===== src/rtl/pipe_skid32_if.sv =====
`default_nettype none
// ============================================================================
// Module   : pipe_skid32_if
// Brief    : Valid/ready handshake bundle for the 32-bit skid pipeline.
// Revision : 1.0
// ============================================================================
interface pipe_skid32_if;
  logic        in_valid;
  logic [31:0] in_data;
  logic        in_ready;
  logic        out_valid;
  logic [31:0] out_data;
  logic        out_ready;

  // Driven by the pipeline itself.
  modport slave (
    input  in_valid,
    input  in_data,
    output in_ready,
    output out_valid,
    output out_data,
    input  out_ready
  );

  // Driven by the surrounding upstream/downstream logic.
  modport master (
    output in_valid,
    output in_data,
    input  in_ready,
    input  out_valid,
    input  out_data,
    output out_ready
  );
endinterface
`default_nettype wire


===== src/rtl/pipe_skid32.sv =====
`default_nettype none
// ============================================================================
// Module   : pipe_skid32
// Brief    : 2-entry elastic pipeline register (head + skid) with flush and
//            a wrapping count of completed output transfers.
// Revision : 1.0
// ============================================================================
module pipe_skid32 (
  input  wire          Clk,
  input  wire          Rst,
  input  wire          Flush,
  pipe_skid32_if.slave bus,
  output logic [1:0]   Occupancy,
  output logic [15:0]  Xfer_count
);

  localparam logic [1:0] S_EMPTY = 2'd0;
  localparam logic [1:0] S_ONE   = 2'd1;
  localparam logic [1:0] S_FULL  = 2'd2;

  // Declaration initialisers give the reset values at power-up as well.
  logic [1:0]  r_state      = S_EMPTY;
  logic [31:0] r_main       = 32'h0000_0000;
  logic [31:0] r_skid       = 32'h0000_0000;
  logic [15:0] r_xfer_count = 16'h0000;

  logic        w_in_ready;
  logic        w_out_valid;
  logic [1:0]  w_occupancy;
  logic        w_accept;
  logic        w_pop;

  // Handshake flags come only from the state register, so in_ready never
  // depends combinationally on out_ready.
  always_comb begin
    w_in_ready  = 1'b1;
    w_out_valid = 1'b0;
    w_occupancy = 2'd0;
    case (r_state)
      S_EMPTY: begin
        w_in_ready  = 1'b1;
        w_out_valid = 1'b0;
        w_occupancy = 2'd0;
      end
      S_ONE: begin
        w_in_ready  = 1'b1;
        w_out_valid = 1'b1;
        w_occupancy = 2'd1;
      end
      S_FULL: begin
        w_in_ready  = 1'b0;
        w_out_valid = 1'b1;
        w_occupancy = 2'd2;
      end
      default: begin
        w_in_ready  = 1'b0;
        w_out_valid = 1'b0;
        w_occupancy = 2'd0;
      end
    endcase
  end

  assign w_accept = bus.in_valid & w_in_ready;
  assign w_pop    = w_out_valid & bus.out_ready;

  always_ff @(posedge Clk) begin
    if (Rst) begin
      r_state      <= S_EMPTY;
      r_main       <= 32'h0000_0000;
      r_skid       <= 32'h0000_0000;
      r_xfer_count <= 16'h0000;
    end else begin
      // A pop in a flush cycle still completed downstream, so it is counted.
      if (w_pop) begin
        r_xfer_count <= r_xfer_count + 16'd1;
      end
      if (Flush) begin
        r_state <= S_EMPTY;
      end else begin
        case (r_state)
          S_EMPTY: begin
            if (w_accept) begin
              r_state <= S_ONE;
              r_main  <= bus.in_data;
            end
          end
          S_ONE: begin
            if (w_accept && !w_pop) begin
              r_state <= S_FULL;
              r_skid  <= bus.in_data;
            end else if (w_accept && w_pop) begin
              r_main  <= bus.in_data;
            end else if (w_pop) begin
              r_state <= S_EMPTY;
            end
          end
          S_FULL: begin
            if (w_pop) begin
              r_state <= S_ONE;
              r_main  <= r_skid;
            end
          end
          default: begin
            r_state <= S_EMPTY;
          end
        endcase
      end
    end
  end

  assign bus.in_ready  = w_in_ready;
  assign bus.out_valid = w_out_valid;
  assign bus.out_data  = r_main;
  assign Occupancy     = w_occupancy;
  assign Xfer_count    = r_xfer_count;

endmodule
`default_nettype wire


===== src/flat_wrapper.sv =====
// flat-port wrapper written by rule: the top's interface ports become plain ports
module pipe_skid32_flat 
  (Clk, Rst, Flush, Occupancy, Xfer_count, bus_in_valid, bus_in_data, bus_in_ready, bus_out_valid, bus_out_data, bus_out_ready);
  pipe_skid32_if bus_i ();
  input  wire Clk;
  input  wire Rst;
  input  wire Flush;
  output logic [1:0] Occupancy;
  output logic [15:0] Xfer_count;
  input wire logic [$bits(bus_i.in_valid)-1:0] bus_in_valid;
  input wire logic [$bits(bus_i.in_data)-1:0] bus_in_data;
  output wire logic [$bits(bus_i.in_ready)-1:0] bus_in_ready;
  output wire logic [$bits(bus_i.out_valid)-1:0] bus_out_valid;
  output wire logic [$bits(bus_i.out_data)-1:0] bus_out_data;
  input wire logic [$bits(bus_i.out_ready)-1:0] bus_out_ready;
  assign bus_i.in_valid = bus_in_valid;
  assign bus_i.in_data = bus_in_data;
  assign bus_in_ready = bus_i.in_ready;
  assign bus_out_valid = bus_i.out_valid;
  assign bus_out_data = bus_i.out_data;
  assign bus_i.out_ready = bus_out_ready;
  pipe_skid32 u_core (.Clk(Clk), .Rst(Rst), .Flush(Flush), .bus(bus_i), .Occupancy(Occupancy), .Xfer_count(Xfer_count));
endmodule

===== config.mk =====
export PLATFORM = sky130hd
export DESIGN_NAME = pipe_skid32_flat
export DESIGN_NICKNAME = d
export VERILOG_FILES = /design/src/rtl/pipe_skid32_if.sv /design/src/rtl/pipe_skid32.sv /design/src/flat_wrapper.sv
export SDC_FILE = /design/constraint.sdc
export NUM_CORES = 1
export LEC_CHECK = 0
export ABC_AREA = 1
export CORE_MARGIN = 2
export CORE_UTILIZATION = 35
export CTS_CLUSTER_SIZE = 28
export DETAILED_ROUTE_END_ITERATION = 10
export GPL_TIMING_DRIVEN = 0
export SETUP_SLACK_MARGIN = 0.2
export SYNTH_ARGS = -nofsm -noshare
export SYNTH_HDL_FRONTEND = slang
export SYNTH_SLANG_ARGS = --single-unit
export TNS_END_PERCENT = 20

===== constraint.sdc =====
create_clock -name Clk -period 1.9 [get_ports Clk]
set_input_delay 0.38 -clock Clk [delete_from_list [all_inputs] [get_ports Clk]]
set_output_delay 0.38 -clock Clk [all_outputs]
set_load 0.02 [all_outputs]

==> results of run 1 <==
area by class of cell:
type | instances | area share [%]
Clock inverter | 6 | 2.07
Inverter | 26 | 2.07
Timing Repair Buffer | 113 | 20.7
Multi-Input combinational cell | 366 | 35.7
Tap cell | 136 | 3.09
Buffer | 31 | 3.93
Clock buffer | 10 | 2.50
Sequential cell | 82 | 30.0
per-stage QoR:
stage	setup TNS, ns	utilization (%)	instance area [sq um]	setup WS (ns)
finish	0	53.3	5510	0.107
global route	0	53.3	5510	0.0174
CTS	0	51.6	5320	0.0622
detailed placement	-10.44	46.6	4810	-0.237
global placement	-8.88	46.6	4810	-0.185
floorplan	0	-	3770	0.213
registers in the layout, indices dropped and copies added (netlist names):
name and flops:
u_core.bus.out_data 32, u_core.r_skid 32, u_core.Xfer_count 16, u_core.r_state 2
logic make-up after synthesis:
kind of cell    after synthesis  synth area share (%)
simple gates                274                  30.7
buf+inv                      57                  6.83
mux                          32                  8.58
compound gates               53                  7.71
xor+xnor                      1                 0.235
fa+ha+maj                     6                  2.01
flops                        82                  44.0
layout by cell type, fill, tap and decap left out, drive strengths merged:
| cell | n |
|---|---|
| dlymetal6s2s | 3 |
| o21ai | 8 |
| o21bai | 1 |
| clkdlybuf4s15 | 2 |
| xor2 | 1 |
| clkbuf | 25 |
| o22ai | 1 |
| a21oi | 42 |
| nor2 | 94 |
| clkinvlp | 3 |
| nand4 | 3 |
| nand2 | 98 |
| nor3 | 4 |
| buf | 43 |
| mux2i | 32 |
| nor3b | 1 |
| ha | 6 |
| and2 | 1 |
| clkinv | 2 |
| or2 | 1 |
| bufinv | 3 |
| dfxtp | 82 |
| dlygate4sd2 | 1 |
| and3 | 1 |
| a31oi | 1 |
| inv | 24 |
| clkdlybuf4s50 | 80 |
| nand3 | 71 |
metal layers:
layer	wire, um	up-vias
li1	-	1892
met5	0	-
met4	136	0
met2	5200	87
met3	583	10
met1	4850	1768
power by group:
part	switching (mW)	internal, mW
clock	0.659	0.911
sequential	0.0590	1.81
combinational	0.526	0.511
total	1.24	3.23
worst reg2reg max path, delay by kind of cell (launching register included):
kind                       cells  cell delay, ns
and+or+nand+nor                4            0.37
adders and majority gates      1            0.26
DFF                            1            0.38
AOI/OAI and AO/OA              1            0.14
buffers and inverters          6            0.56
repair_timing:
| item | 4_1_cts | 5_1_grt |
|---|---|---|
| setup buffers | 12 | 8 |
| resized for setup | 44 | 32 |
| gates cloned | 5 | 1 |
| setup endpoints to repair | 99 | 123 |
| pin swaps | 4 | 10 |
path summary, 6_finish.rpt:
check	endpoint	depth (start not counted)	start
worst max-delay path	u_core.bus.out_data[28]	12	u_core.r_state[0]
worst min-delay path	u_core.r_skid[30]	2	Rst
worst max register to register	u_core.bus.out_data[28]	12	u_core.r_state[0]
worst min register to register	u_core.r_skid[20]	2	u_core.r_skid[20]
==> flow_summary.json, run 1 <==
{
  "crit_chain": "inv_4, ha_4, nand2_8, inv_8, o22ai_4, inv_2, and2_4, buf_12, buf_4, buf_8, nor2_1, nor2_1",
  "postRouteAntennaNets": 0,
  "r2r_slack_ns": 0.11,
  "finClkSkew_ns": 0.0130,
  "ctsHoldBuffers": 0,
  "crit_fanout": 6,
  "fin_cells": 770,
  "die_width_um": 107,
  "synth_fp_nets": 548,
  "fin_crit_sh_pct": 94.3,
  "p_leak_nw": 2.15,
  "routed_wirelength_um": 10800,
  "clock-sinks": 82,
  "cts.root.buffer_cell": "clkbuf_8",
  "grt.busiest_layer": "met2",
  "multiInputGateArea_sq_um": 1960,
  "critical_path_buf_inv_count": 6,
  "drt-initial-drc-count": 120,
  "grt_pass1_vias": 3571,
  "grt_pass1_wl_um": 17100,
  "num_rows": 37,
  "synth.distinct_cells": 27,
  "area_delta_synth_final_pct": 47.4,
  "syn_area_per_cell_sq_um": 7.40,
  "yosysTopAreaCell": "dfxtp_1",
  "cts_htree_levels": 3,
  "setup_violations": 0,
  "slew_violations": 0,
  "synthFlopType": "dfxtp_1",
  "cpPeakStageDelay_ns": 0.38,
  "routedWlPerCell_um": 14.0,
  "ys_seq_area_share_pct": 44.0,
  "synth-edff-count": 0,
  "syn_area_sq_um": 3730,
  "tightest_slew_ns": 0.522,
  "min_path_type": "in -> reg",
  "met3_usage_pct": 4.30,
  "cts.path.max_buffers": 2,
  "hold_violations": 0,
  "viasPerCell": 4.88,
  "pwr_density_cell_nw_per_um2": 813,
  "cp-start-kind": "flop",
  "drc": 0,
  "gr-usage-met2_pct": 31.4,
  "cts_buffers": 9,
  "cts.clk_slew.worst_paths_ns": 0.09,
  "vdd_drop_max_mv": 0.379,
  "drive_gt1_share_pct": 14.5,
  "netlist_top_cells_area": "dfxtp_1 44%, nand2_1 9.6%, nand3_1 9.5%, nor2_1 9.4%, mux2i_1 8.6%",
  "start_util_pct": 36.2,
  "firstDrtPassIters": 4,
  "clock.fmax_mhz": 558,
  "critical_path_arrival_ns": 2.05,
  "antenna_found_initial": 0,
  "place_congestion": 0.812,
  "grt_max_degree": 15,
  "crit_family": "buffers and inverters",
  "design.die.area_sq_um": 11500,
  "min_period_ns": 1.79,
  "slowest_stage": "dfxtp_4",
  "endpoint_kind": "flop",
  "n_antenna_cell": 0,
  "dp.cells": 728,
  "track_usage_pct": 18.8,
  "num_vias": 3757,
  "slew-limit-headroom_pct": 65.2,
  "dp_hpwl_um": 7240,
  "holdWs_ns": 0.364,
  "grt-ovfl-total": 0,
  "synth_cells": 505,
  "dieHeight_um": 107,
  "synth_top_cell_area_share_pct": 44.0,
  "core_area_sq_um": 10300,
  "crit_top_cell": "nor2_1",
  "synth-async-reset-ratio_pct": 0,
  "synth_common_cells": "96 x nand2_1, 94 x nor2_1, 82 x dfxtp_1, 71 x nand3_1, 41 x a21oi_1",
  "num-nets-final": 672,
  "seqCellArea_sq_um": 1650,
  "boundaryPins": 89,
  "worstSetupPathType": "reg -> reg",
  "insertion_delay_ns": 0.36,
  "portBuffers": 87,
  "status": "finished clean",
  "synth_most_common_cell": "nand2_1",
  "ys_ff_latch": 82,
  "drv_cap": 0,
  "grt_setup_unrepaired": "yes",
  "ys_warn_count": 0,
  "grt_util_met1_pct": 24.2,
  "cp.required_ns": 2.16,
  "power.total_mw": 4.48,
  "num-fill-cells": 970,
  "cts_tree": "built"
}
Power figures use the tool's default switching activity.
==> run 2: changes to the inputs <==
--- a/config.mk
+++ b/config.mk
@@ -6,11 +6,13 @@
 export NUM_CORES = 1
 export LEC_CHECK = 0
 export ABC_AREA = 1
-export CORE_MARGIN = 2
-export CORE_UTILIZATION = 35
-export CTS_CLUSTER_SIZE = 28
+export CELL_PAD_IN_SITES_DETAIL_PLACEMENT = 1
+export CELL_PAD_IN_SITES_GLOBAL_PLACEMENT = 2
+export CORE_UTILIZATION = 25
+export CTS_CLUSTER_SIZE = 8
 export DETAILED_ROUTE_END_ITERATION = 10
 export GPL_TIMING_DRIVEN = 0
+export PLACE_DENSITY_LB_ADDON = 0.1
 export SETUP_SLACK_MARGIN = 0.2
 export SYNTH_ARGS = -nofsm -noshare
 export SYNTH_HDL_FRONTEND = slang
==> flow_summary.json, run 2 (synthesis gave the netlist of run 1 again) <==
{
  "p_leak_nw": 2.05,
  "net-switching-power_mw": 1.28,
  "place_congestion": 0.775,
  "cts.path.max_buffers": 2,
  "grt_max_degree": 13,
  "grt_pass1_vias": 3739,
  "pwr-share-seq_pct": 40.9,
  "p_int_mw": 3.29,
  "min_period_ns": 1.83,
  "drive_gt1_share_pct": 12.2,
  "num_vias": 3672,
  "crit_fanout": 4,
  "holdWs_ns": 0.393,
  "routedWlPerCell_um": 15.0,
  "cts_htree_levels": 3,
  "finClkSkew_ns": 0.00643,
  "power.total_mw": 4.57,
  "grt_setup_unrepaired": "yes",
  "start_util_pct": 25.7,
  "die_width_um": 124,
  "setup_ws_ns": 0.0655,
  "hold_violations": 0,
  "cp-start-kind": "flop",
  "slowest_stage": "dfxtp_4",
  "critical_path_buf_inv_count": 2,
  "cts.root.buffer_cell": "clkbuf_16",
  "cp.required_ns": 1.52,
  "drv_cap": 0,
  "cts_tree": "built",
  "dieHeight_um": 124,
  "p_sw_share_pct": 28.0,
  "grt-ovfl-total": 0,
  "boundaryPins": 89,
  "pwr_density_cell_nw_per_um2": 837,
  "core_area_sq_um": 14500,
  "min_path_type": "in -> reg",
  "worstSetupPathType": "reg -> out",
  "critical_path_arrival_ns": 1.45,
  "num_rows": 44,
  "setup_violations": 0,
  "design.die.area_sq_um": 15400,
  "track_usage_pct": 16.0,
  "routed_wirelength_um": 12100,
  "clock.fmax_mhz": 545,
  "drt-initial-drc-count": 127,
  "portBuffers": 87,
  "final_common_cell": "nand2_1",
  "num-nets-final": 661,
  "status": "finished clean",
  "vdd_drop_max_mv": 0.372,
  "endpoint_kind": "output pin",
  "firstDrtPassIters": 4,
  "insertion_delay_ns": 0.34,
  "crit_family": "flip-flops",
  "n_antenna_cell": 0,
  "cts_buffers": 9,
  "tightest_slew_ns": 0.558,
  "cpPeakStageDelay_ns": 0.35,
  "comb_power_share_pct": 21.2,
  "postRouteAntennaNets": 0,
  "fin_crit_sh_pct": 96.6,
  "dp_hpwl_um": 8610,
  "final_cell_mix": "95 x nand2_1, 88 x nor2_1, 82 x clkdlybuf4s50_1",
  "crit_chain": "buf_4, ha_4, or2_2, buf_6",
  "slew_violations": 0,
  "clock-sinks": 82,
  "area_delta_synth_final_pct": 46.0,
  "cts.clk_slew.worst_paths_ns": 0.06,
  "slew-limit-headroom_pct": 62.8,
  "drc": 0,
  "grt_pass1_wl_um": 19600,
  "clkPwrFrac_pct": 37.9,
  "post-place-ws_ns": -0.327,
  "r2r_slack_ns": 0.14,
  "viasPerCell": 4.56,
  "antenna_found_initial": 0
}
-- run 2: area by class of cell --
| class | instances | area (sq um) |
|---|---|---|
| buffer | 31 | 213 |
| timing repair buffer | 102 | 1010 |
| tap | 184 | 230 |
| inverter | 26 | 116 |
| multi-input combinational | 366 | 1950 |
| clock buffer | 14 | 284 |
| clock inverter | 1 | 7.51 |
| sequential | 82 | 1650 |
| fill | 1773 | 9080 |
-- run 2: worst paths after layout --
kind,from,to,depth (start not counted)
max reg2reg,u_core.r_state[1],u_core.bus.out_data[2],11
max,u_core.r_state[0],bus_in_ready,4
min,Rst,u_core.r_skid[0],2
min reg2reg,u_core.r_skid[7],u_core.r_skid[7],2
-- run 2: through the flow --
stage               instance area (sq um)  utilization [%]  TNS [ns]  cells
finish                               5450             37.5         0    806
global route                         5450             37.5         0    806
CTS                                  5340             36.7         0    801
detailed placement                   4870             33.5    -16.09    776
global placement                     4870             33.5    -14.00    776
floorplan                            3770                -         0    505
-- run 2: what timing repair did --
item / 4_1_cts / 5_1_grt
buffers inserted: 9 / 5
pin swaps: 4 / 10
cloned: 1 / 0
gates resized for setup: 34 / 32
setup endpoints to repair: 90 / 107
hold buffers: 0 / 0
hold endpoints to repair: 0 / 0
-- run 2: routing by layer --
metal  global-route usage (%)  routed length [um]  vias to the layer above
met1                     20.9                5840                     1722
li1                         -                   -                     1875
met2                     25.9                5610                       63
met4                     5.95                 182                        0
met3                     3.15                 429                       12
met5                        0                   0                        -
-- run 2: power by group through the flow --
stage	logic [mW]	clock network, mW	registers (mW)
2_1_floorplan	0.401	0	1.99
3_3_place_gp	0.864	0	1.90
3_5_place_dp	0.875	0	1.91
4_1_cts	0.952	1.79	1.87
5_1_grt	1.06	1.87	1.88
6_report	0.968	1.73	1.87
-- run 2: worst reg2reg max path: stages (launching register included) --
cell and delay [ns]:
dfxtp_4 0.38, inv_4 0.06, ha_4 0.30, nand2_8 0.06, clkinv_8 0.06, nand2_4 0.04
a21oi_4 0.19, and2_4 0.18, buf_8 0.14, buf_8 0.13, nor2_2 0.04, nor2_1 0.11
